==> src/rtl/cp15_sysctrl_unit.sv <==
`default_nettype none
// ============================================================================
// cp15_sysctrl_unit : parametrised CP15 system-control slave answering MRC/MCR
// Optional c15 cycle counter enabled by CP15_CYCLE_COUNTER_EN.   Rev 1.0
// ============================================================================
module cp15_sysctrl_unit #(
  parameter int          CP_NUM      = 15,
  parameter logic [31:0] ID_VALUE    = 32'h41007700,
  parameter int          NUM_CRN     = 4,
  parameter int          BUSY_CYCLES = 2,
  parameter logic [31:0] CTRL_WMASK  = 32'h0000000F
) (
  input  logic        clk,
  input  logic        rst_n,
  input  logic        cp_req,
  input  logic [1:0]  cp_op,
  input  logic [3:0]  cp_num,
  input  logic [3:0]  cp_crn,
  input  logic [3:0]  cp_crm,
  input  logic [2:0]  cp_opcode1,
  input  logic [2:0]  cp_opcode2,
  input  logic [31:0] cp_wdata,
  output logic        cp_present,
  output logic        cp_ready,
  output logic        cp_exception,
  output logic [31:0] cp_rdata,
  output logic        cp_busy,
  output logic [31:0] ctrl_out
);

  localparam logic [3:0] CP_ID     = 4'(CP_NUM);
  localparam logic [3:0] BUSY_INIT = 4'(BUSY_CYCLES);
  localparam logic [4:0] CRN_LIMIT = 5'(NUM_CRN);

  typedef enum logic [1:0] {
    IDLE = 2'd0,
    BUSY = 2'd1,
    RESP = 2'd2
  } state_t;

  state_t      state, state_d;
  logic [3:0]  busy_cnt, busy_cnt_d;
  logic [3:0]  crn_q;
  logic [31:0] wdata_q;
  logic        is_mcr_q, illegal_q;
  logic [31:0] ctrl_q, rdata_q;
  logic [31:0] scratch [16];

  logic        accept, crn_ok, legal_req, wr_en, load_rdata, sel_mrc;
  logic [3:0]  sel_crn;
  logic [31:0] read_val;

  assign cp_present = (cp_num == CP_ID);
  assign accept     = (state == IDLE) && cp_req && cp_present;

`ifdef CP15_CYCLE_COUNTER_EN
  assign crn_ok = ({1'b0, cp_crn} < CRN_LIMIT) || (cp_crn == 4'hF);
`else
  assign crn_ok = ({1'b0, cp_crn} < CRN_LIMIT);
`endif

  assign legal_req = cp_op[1] && (cp_opcode1 == 3'd0) && (cp_crm == 4'd0) &&
                     (cp_opcode2 == 3'd0) && crn_ok;

  always_comb begin
    state_d    = state;
    busy_cnt_d = busy_cnt;
    case (state)
      IDLE: begin
        if (accept) begin
          if (!legal_req || (BUSY_INIT == 4'd0)) begin
            state_d = RESP;
          end else begin
            state_d    = BUSY;
            busy_cnt_d = BUSY_INIT;
          end
        end
      end
      BUSY: begin
        if (busy_cnt == 4'd1) state_d = RESP;
        else                  busy_cnt_d = busy_cnt - 4'd1;
      end
      RESP:    state_d = IDLE;
      default: state_d = IDLE;
    endcase
  end

  always_ff @(posedge clk) begin
    if (!rst_n) begin
      state    <= IDLE;
      busy_cnt <= '0;
    end else begin
      state    <= state_d;
      busy_cnt <= busy_cnt_d;
    end
  end

  always_ff @(posedge clk) begin
    if (!rst_n) begin
      crn_q     <= '0;
      wdata_q   <= '0;
      is_mcr_q  <= 1'b0;
      illegal_q <= 1'b0;
    end else if (accept) begin
      crn_q     <= cp_crn;
      wdata_q   <= cp_wdata;
      is_mcr_q  <= ~cp_op[0];
      illegal_q <= ~legal_req;
    end
  end

  // With zero wait cycles RESP is entered on the accepting edge, so read live fields.
  assign sel_crn    = (state == IDLE) ? cp_crn : crn_q;
  assign sel_mrc    = (state == IDLE) ? (legal_req && (cp_op == 2'b11)) : (!illegal_q && !is_mcr_q);
  assign load_rdata = (state != RESP) && (state_d == RESP) && sel_mrc;
  assign wr_en      = (state == RESP) && !illegal_q && is_mcr_q;

`ifdef CP15_CYCLE_COUNTER_EN
  logic [31:0] cyc_cnt;
  always_ff @(posedge clk) begin
    if (!rst_n)                          cyc_cnt <= '0;
    else if (wr_en && (crn_q == 4'hF))   cyc_cnt <= wdata_q;
    else                                 cyc_cnt <= cyc_cnt + 32'd1;
  end
`endif

  always_comb begin
    read_val = scratch[sel_crn];
    if (sel_crn == 4'd0)      read_val = ID_VALUE;
    else if (sel_crn == 4'd1) read_val = ctrl_q;
`ifdef CP15_CYCLE_COUNTER_EN
    else if (sel_crn == 4'hF) read_val = cyc_cnt;
`endif
  end

  always_ff @(posedge clk) begin
    if (!rst_n)          rdata_q <= '0;
    else if (load_rdata) rdata_q <= read_val;
  end

  always_ff @(posedge clk) begin
    if (!rst_n)                        ctrl_q <= '0;
    else if (wr_en && (crn_q == 4'd1)) ctrl_q <= (ctrl_q & ~CTRL_WMASK) | (wdata_q & CTRL_WMASK);
  end

  // Unimplemented slots stay at zero so the read mux can index all 16 entries.
  always_ff @(posedge clk) begin
    for (int i = 0; i < 16; i++) begin
      if (!rst_n || (i < 2) || (i >= NUM_CRN)) scratch[i] <= '0;
      else if (wr_en && (crn_q == 4'(i)))      scratch[i] <= wdata_q;
    end
  end

  assign cp_ready     = (state == RESP);
  assign cp_exception = (state == RESP) && illegal_q;
  assign cp_busy      = (state == BUSY);
  assign cp_rdata     = rdata_q;
  assign ctrl_out     = ctrl_q;

endmodule
`default_nettype wire

==> config.mk <==
export PLATFORM = sky130hd
export DESIGN_NAME = cp15_sysctrl_unit
export DESIGN_NICKNAME = d
export VERILOG_FILES = /design/src/rtl/cp15_sysctrl_unit.sv
export SDC_FILE = /design/constraint.sdc
export NUM_CORES = 1
export LEC_CHECK = 0
export CAP_MARGIN = 10
export CORE_ASPECT_RATIO = 0.5
export CORE_MARGIN = 10
export CORE_UTILIZATION = 56
export DETAILED_ROUTE_END_ITERATION = 10
export GPL_TIMING_DRIVEN = 0
export PLACE_DENSITY = 0.85
export SYNTH_ARGS = -nofsm -noshare
export SYNTH_HDL_FRONTEND = slang
export SYNTH_SLANG_ARGS = --single-unit
==> constraint.sdc <==
create_clock -name clk -period 5.6 [get_ports clk]
set_input_delay 0.84 -clock clk [delete_from_list [all_inputs] [get_ports clk]]
set_output_delay 0.84 -clock clk [all_outputs]
set_load 0.05 [all_outputs]
; ---- Word-level counts from Yosys, hierarchy flattened
; Memory sizes are Yosys's and may differ from the RTL's.
; Index checks and enable logic that the tools add are counted.
[word_totals]
ff_bits = 108
latch_bits = 0
ram_bits = 512
romBits = 0
out_inout_bits = 68
mem_count = 1
[classes]
add_sub_neg = 1
mul = 0
div = 0
order_cmp = 1
eq_ne = 14
shift = 0
n_mux = 21
bitwise = 5
reduce_logical = 25
[mem_list]
columns = name, depth, width, rd, rd_ports_with_merged_regs, write_ports, line_no
row1 = scratch, 16, 32, 1, 0, 16, 47  ; logic [31:0] scratch [16];
[ops]
columns = operator, count
row1 = 32-bit 2-to-1 mux, 4
row2 = 32-bit by 4-bit OR with 32-bit output, 1
row3 = 1-bit logical AND, 16
row4 = 4-bit 2-to-1 mux, 4
row5 = "4-bit by 1-bit equality test with 1-bit output, second input constant", 3
row6 = "4-bit by 2-bit equality test with 1-bit output, second input constant", 2
row7 = 4-bit logical NOT, 2
row8 = 1-bit 2-to-1 mux, 8
row9 = "2-bit inequality test, second input constant", 4
row10 = 4-bit one-hot mux with 2 select lines, 1
row11 = "2-bit equality test, second input constant", 3
row12 = 3-bit logical NOT, 2
row13 = 2-bit 2-to-1 mux, 3
row14 = "4-bit equality test, second input constant", 1
row15 = "4-bit by 3-bit less-than comparator with 1-bit output, second input constant", 1
row16 = 2-bit one-hot mux with 2 select lines, 1
row17 = 4-bit AND reduction, 1
row18 = "4-bit by 1-bit subtractor with 4-bit output, second input constant", 1
row19 = "2-bit by 1-bit equality test with 1-bit output, second input constant", 1
row20 = 1-bit logical NOT, 2
row21 = 2-bit logical NOT, 1
row22 = 1-bit inverter, 2
row23 = 1-bit OR, 2
row24 = 2-bit nonzero test, 1

; ---- Logic depth before layout (Yosys ltp)
[depth]
word_depth = 11
depth_mapped = 8

; ---- Least setup slack after synthesis
; OpenSTA, ideal clock, no wires.
[synth_timing]
kind = register to register
startpoint = reg state[0]
endpoint = mem scratch[2][0], enable pin
t_arrival_ns = 3.496
required_ns = 5.134
path_slack_ns = 1.638
path_stages_with_launch = 5
n_path_buf = 1
synth_period_minus_slack_ns = 3.962
cell_sequence = dfxtp_1 -> buf_2 -> and2b_1 -> nand4_1 -> o21ai_0
[synth_lines]
columns = item, line_no
row1 = "start, declared", 41  ; state_t state, state_d;
row2 = "start signal, assigned", 93  ; state <= state_d;
row3 = "end, declared", 47

; ---- Final worst setup path
[layout_timing]
startpoint = in cp_num[2]
endpoint = out cp_present
[layout_via]
elab_chain_len = 1
[layout_rtl]
columns = item, line_no
row1 = "start, declared", 17  ; input logic [3:0] cp_num,
row2 = 4-bit equality test, 53  ; assign cp_present = (cp_num == CP_ID);
row3 = "end, declared", 23  ; output logic cp_present,
; No other way between the ends.

==> impl_results.md <==
* Run status: finished clean
* Starting density of the core at between 50% and 60%
* Number of port buffers at 94
* Most used flip-flop cell after synthesis: dfxtp_1
* Pin count of the biggest net entering global routing at 28
* Cell mode on critical path: clkdlybuf4s50_1
* Non-Filler Instances at 929
* Clock buffers created by TritonCTS at 17
* Number of setup violations in the final report at 0
* Max capacitance violation total at 0
* Minimum setup slack after placement at around 2200 ps
* Final routed wire length divided by cell count at roughly 17 µm
* Worst-path cell chain: clkdlybuf4s50_1 > and4_1 > clkdlybuf4s50_1
* Sinks on Clock Net at approximately 140
* Reg2Reg Depth at 8
* Clock root buffer master: clkbuf_16
* Post-synth ARST share at 0%
* Vias in the first global route at around 5100
* Final min period at around 3200 ps
* Number of nets at the end of the flow at between 800 and 900
* Cells after DPL at between 800 and 900
* Worst slack on hold paths at about 460 ps
* Critical Path Start Type: input port
* Number of I/O pins at approximately 120
* Slew HR at between 50% and 60%
* P_leak at ~3.2 nW
* Worst Hold Depth at 2
* Worst-margin pin slew at approximately 650 ps
* Synth Area in Simple Gates at a little over a fifth
* Peak per-stage delay on the critical path at roughly 830 ps
* Reg-to-reg critical path startpoint: state[0]
* Register area share after synthesis at between 50% and 60%
* Standard-cell rows at 27
* Worst Hold Path EP: cp_rdata[1]
* Skew-Pair Late Insertion Delay at just over 400 ps
* Critical path fanouts, max at 3
* Vias at roughly 4800
* Data required time of the critical path at 4760 ps
* Mean instance size in the synthesized netlist at about 10 µm²
* Timing-limited maximum frequency at 314 MHz
* Initial antenna violation count at 0
* Number of distinct library cells after synthesis at between 40 and 50
* Global-route usage over all layers at between 20% and 30%
* Design Area, Final at 8320 µm²
* Number of flops mapped to enable cells by yosys at 64
* Final worst-path setup slack at between 2000 and 2500 ps
* Die Area at approximately 16000 µm²
* Dominant cell type by area after synthesis: edfxtp_1
* Clock H-tree levels at 4
* Worst hold path class: flip-flop to flip-flop
* Kind of capture point of the worst setup path: output port
* RSZ-0062 raised after global routing: no
* Fill cell total of the finished layout at approximately 750
* HPWL reported at the end of detailed placement at roughly 11000 µm
* R2R Setup Slk at about 3200 ps
* Synth Instances at 629
* Xor and xnor area share after synthesis at 0%
* Vias per inst at 5.21
* Max Slew Vio Count at 0
* Setup Buffers After CTS at 0
* Height of the chip at between 90 and 100 µm
* Fraction of synthesized cell area taken by the top area cell type at 30.0%
* Total of hold buffers inserted after clock tree synthesis at 0
* Count of routing violations after the opening detailed-route iteration at roughly 450
* Area growth from synthesis to layout at 30.1%
* Final GP Congestion at ~0.84
* Endpoint of the lowest-slack register-to-register path: cp_rdata[26]
* Horizontal die dimension at about 170 µm
* Number of iterations in the first detailed-routing pass at 5
* Clock Tree Buf Depth at 2
* Leading cell type by number of instances after synthesis: nand2_1
* Mux contribution to synthesized area at between 6 and 7%
* Final Hold Violating Endpoints at 0
* Synth Area in Compound Gates at a little over a tenth
* Synth top area cells: edfxtp_1 30%, dfxtp_1 25%, and2_1 8.6%, nand2_1 8.1%, a21boi_0 4.2%
* Netlist area before placement at 6400 µm²
* Tcrit/Tclk final at 56.9%
* Wire length of the first global-routing pass at roughly 26000 µm
* Master of the slowest instance on the critical path: clkdlybuf4s50_1
* Total overflow reported by the global router at 0
* Data arrival time at the worst-slack endpoint at between 2000 and 2500 ps
* Post-detailed-routing wire length at 16000 µm
* Most numerous cell types in the synthesized netlist: 138 x nand2_1, 88 x and2_1, 80 x dfxtp_1, 64 x edfxtp_1, 36 x a21boi_0
* Share of cells above drive strength 1 at between 10% and 20%
* Post-synthesis sequential element count at 144
* Antenna diode count at 0
* Kind of critical path: input port to output port
* Worst ir drop on vdd at around 0.18 mV
* Fin Clk Skew at 7.98 ps
* Clock-pin slew on the worst setup and hold paths at 60 ps
* Pwr/cell area at between 200 and 300 nW/µm²
* Cell Area, Placed at roughly 7700 µm²
* Area of the core region at ~11000 µm²
* Combinational family with the most area after synthesis: simple AND/OR/NAND/NOR gates
* Number of gates resized after CTS at 0
* Final setup TNS at 0 ps
* Number of nets still failing antenna checks after routing at 0
* Startpoint of the tightest hold check path: cp_rdata[1]
* Clock tree from TritonCTS: yes
* Post-route DRC at 0
* Fraction of the mapped netlist area in adder cells at less than 1%
* Synthesis warning total at 0
registers in the layout, indices dropped and copies added, names as in the netlist:
register and cells:
scratch 64, cp_rdata 32, wdata_q 32, busy_cnt 4, crn_q 4, ctrl_out 4
state 2, illegal_q 1, is_mcr_q 1
placed cells by master, fill, tap and decap left out, drive strengths merged, types with 25 or more instances in the layout:
cell / Yosys / layout
clkbuf: 23 / 50
edfxtp: 64 / 64
buf: 42 / 45
dfxtp: 80 / 80
and2: 88 / 88
conb: 1 / 28
a21boi: 36 / 36
clkdlybuf4s50: 0 / 94
a21oi: 25 / 25
nand2: 138 / 138
kinds of logic (layout without fill, tap and decap cells):
group / count (synthesis) / in the layout
simple gates: 276 / 276
mux: 37 / 37
flops: 144 / 144
fa+ha+maj: 2 / 2
buf+inv: 69 / 197
compound gates: 100 / 100
other cells: 1 / 28
routing by layer:
| layer | wire length (µm) | share of wire, % | global-route usage, % | up-vias |
|---|---|---|---|---|
| li1 | - | - | - | 2357 |
| met1 | 6580 | 41 | 23.6 | 2260 |
| met2 | 7550 | 47 | 34.2 | 191 |
| met3 | 1610 | 10 | 7.91 | 31 |
| met4 | 259 | 1.6 | 7.48 | 0 |
| met5 | 0 | 0 | 0 | - |
where the power goes:
part,internal [mW],switching (mW),leakage [nW]
registers,1.11,0.00727,1.31
clock network,0.766,0.409,0.310
logic,0.0711,0.106,1.61
worst max-delay path, delay by kind of cell:
family,cells,cell delay (ps)
and+or+nand+nor,1,230
buffers and inverters,2,1280
how the worst max path moves through the flow:
stage / startpoint / end / slack (ps)
finish: cp_num[2] / cp_present / 2410
global route: cp_num[2] / cp_present / 2340
CTS: cp_num[2] / cp_present / 2400
detailed placement: rst_n / scratch[3][5] / 2190
global placement: state[0] / scratch[2][11] / 710
floorplan: state[0] / scratch[2][0] / 1640
cell type report:
| type | count | area (µm²) | share of cell area [%] |
|---|---|---|---|
| Sequential cell | 144 | 3520 | 42.3 |
| Multi-Input combinational cell | 443 | 2600 | 31.2 |
| Timing Repair Buffer | 97 | 1000 | 12.1 |
| Clock buffer | 27 | 556 | 6.68 |
| Buffer | 65 | 372 | 4.47 |
| Tap cell | 145 | 181 | 2.18 |
| Clock inverter | 4 | 70.1 | 0.842 |
| Inverter | 4 | 15.0 | 0.180 |
per-stage QoR:
| step | power, mW | util (%) |
|---|---|---|
| 6_report | 2.47 | 75.1 |
| 5_1_grt | 2.54 | 75.1 |
| 4_1_cts | 2.48 | 75.1 |
| 3_5_place_dp | 1.32 | 69.4 |
| 3_3_place_gp | 1.31 | 68.8 |
| 2_1_floorplan | 1.25 | - |
Note: power is estimated with default switching activity, not from simulation.
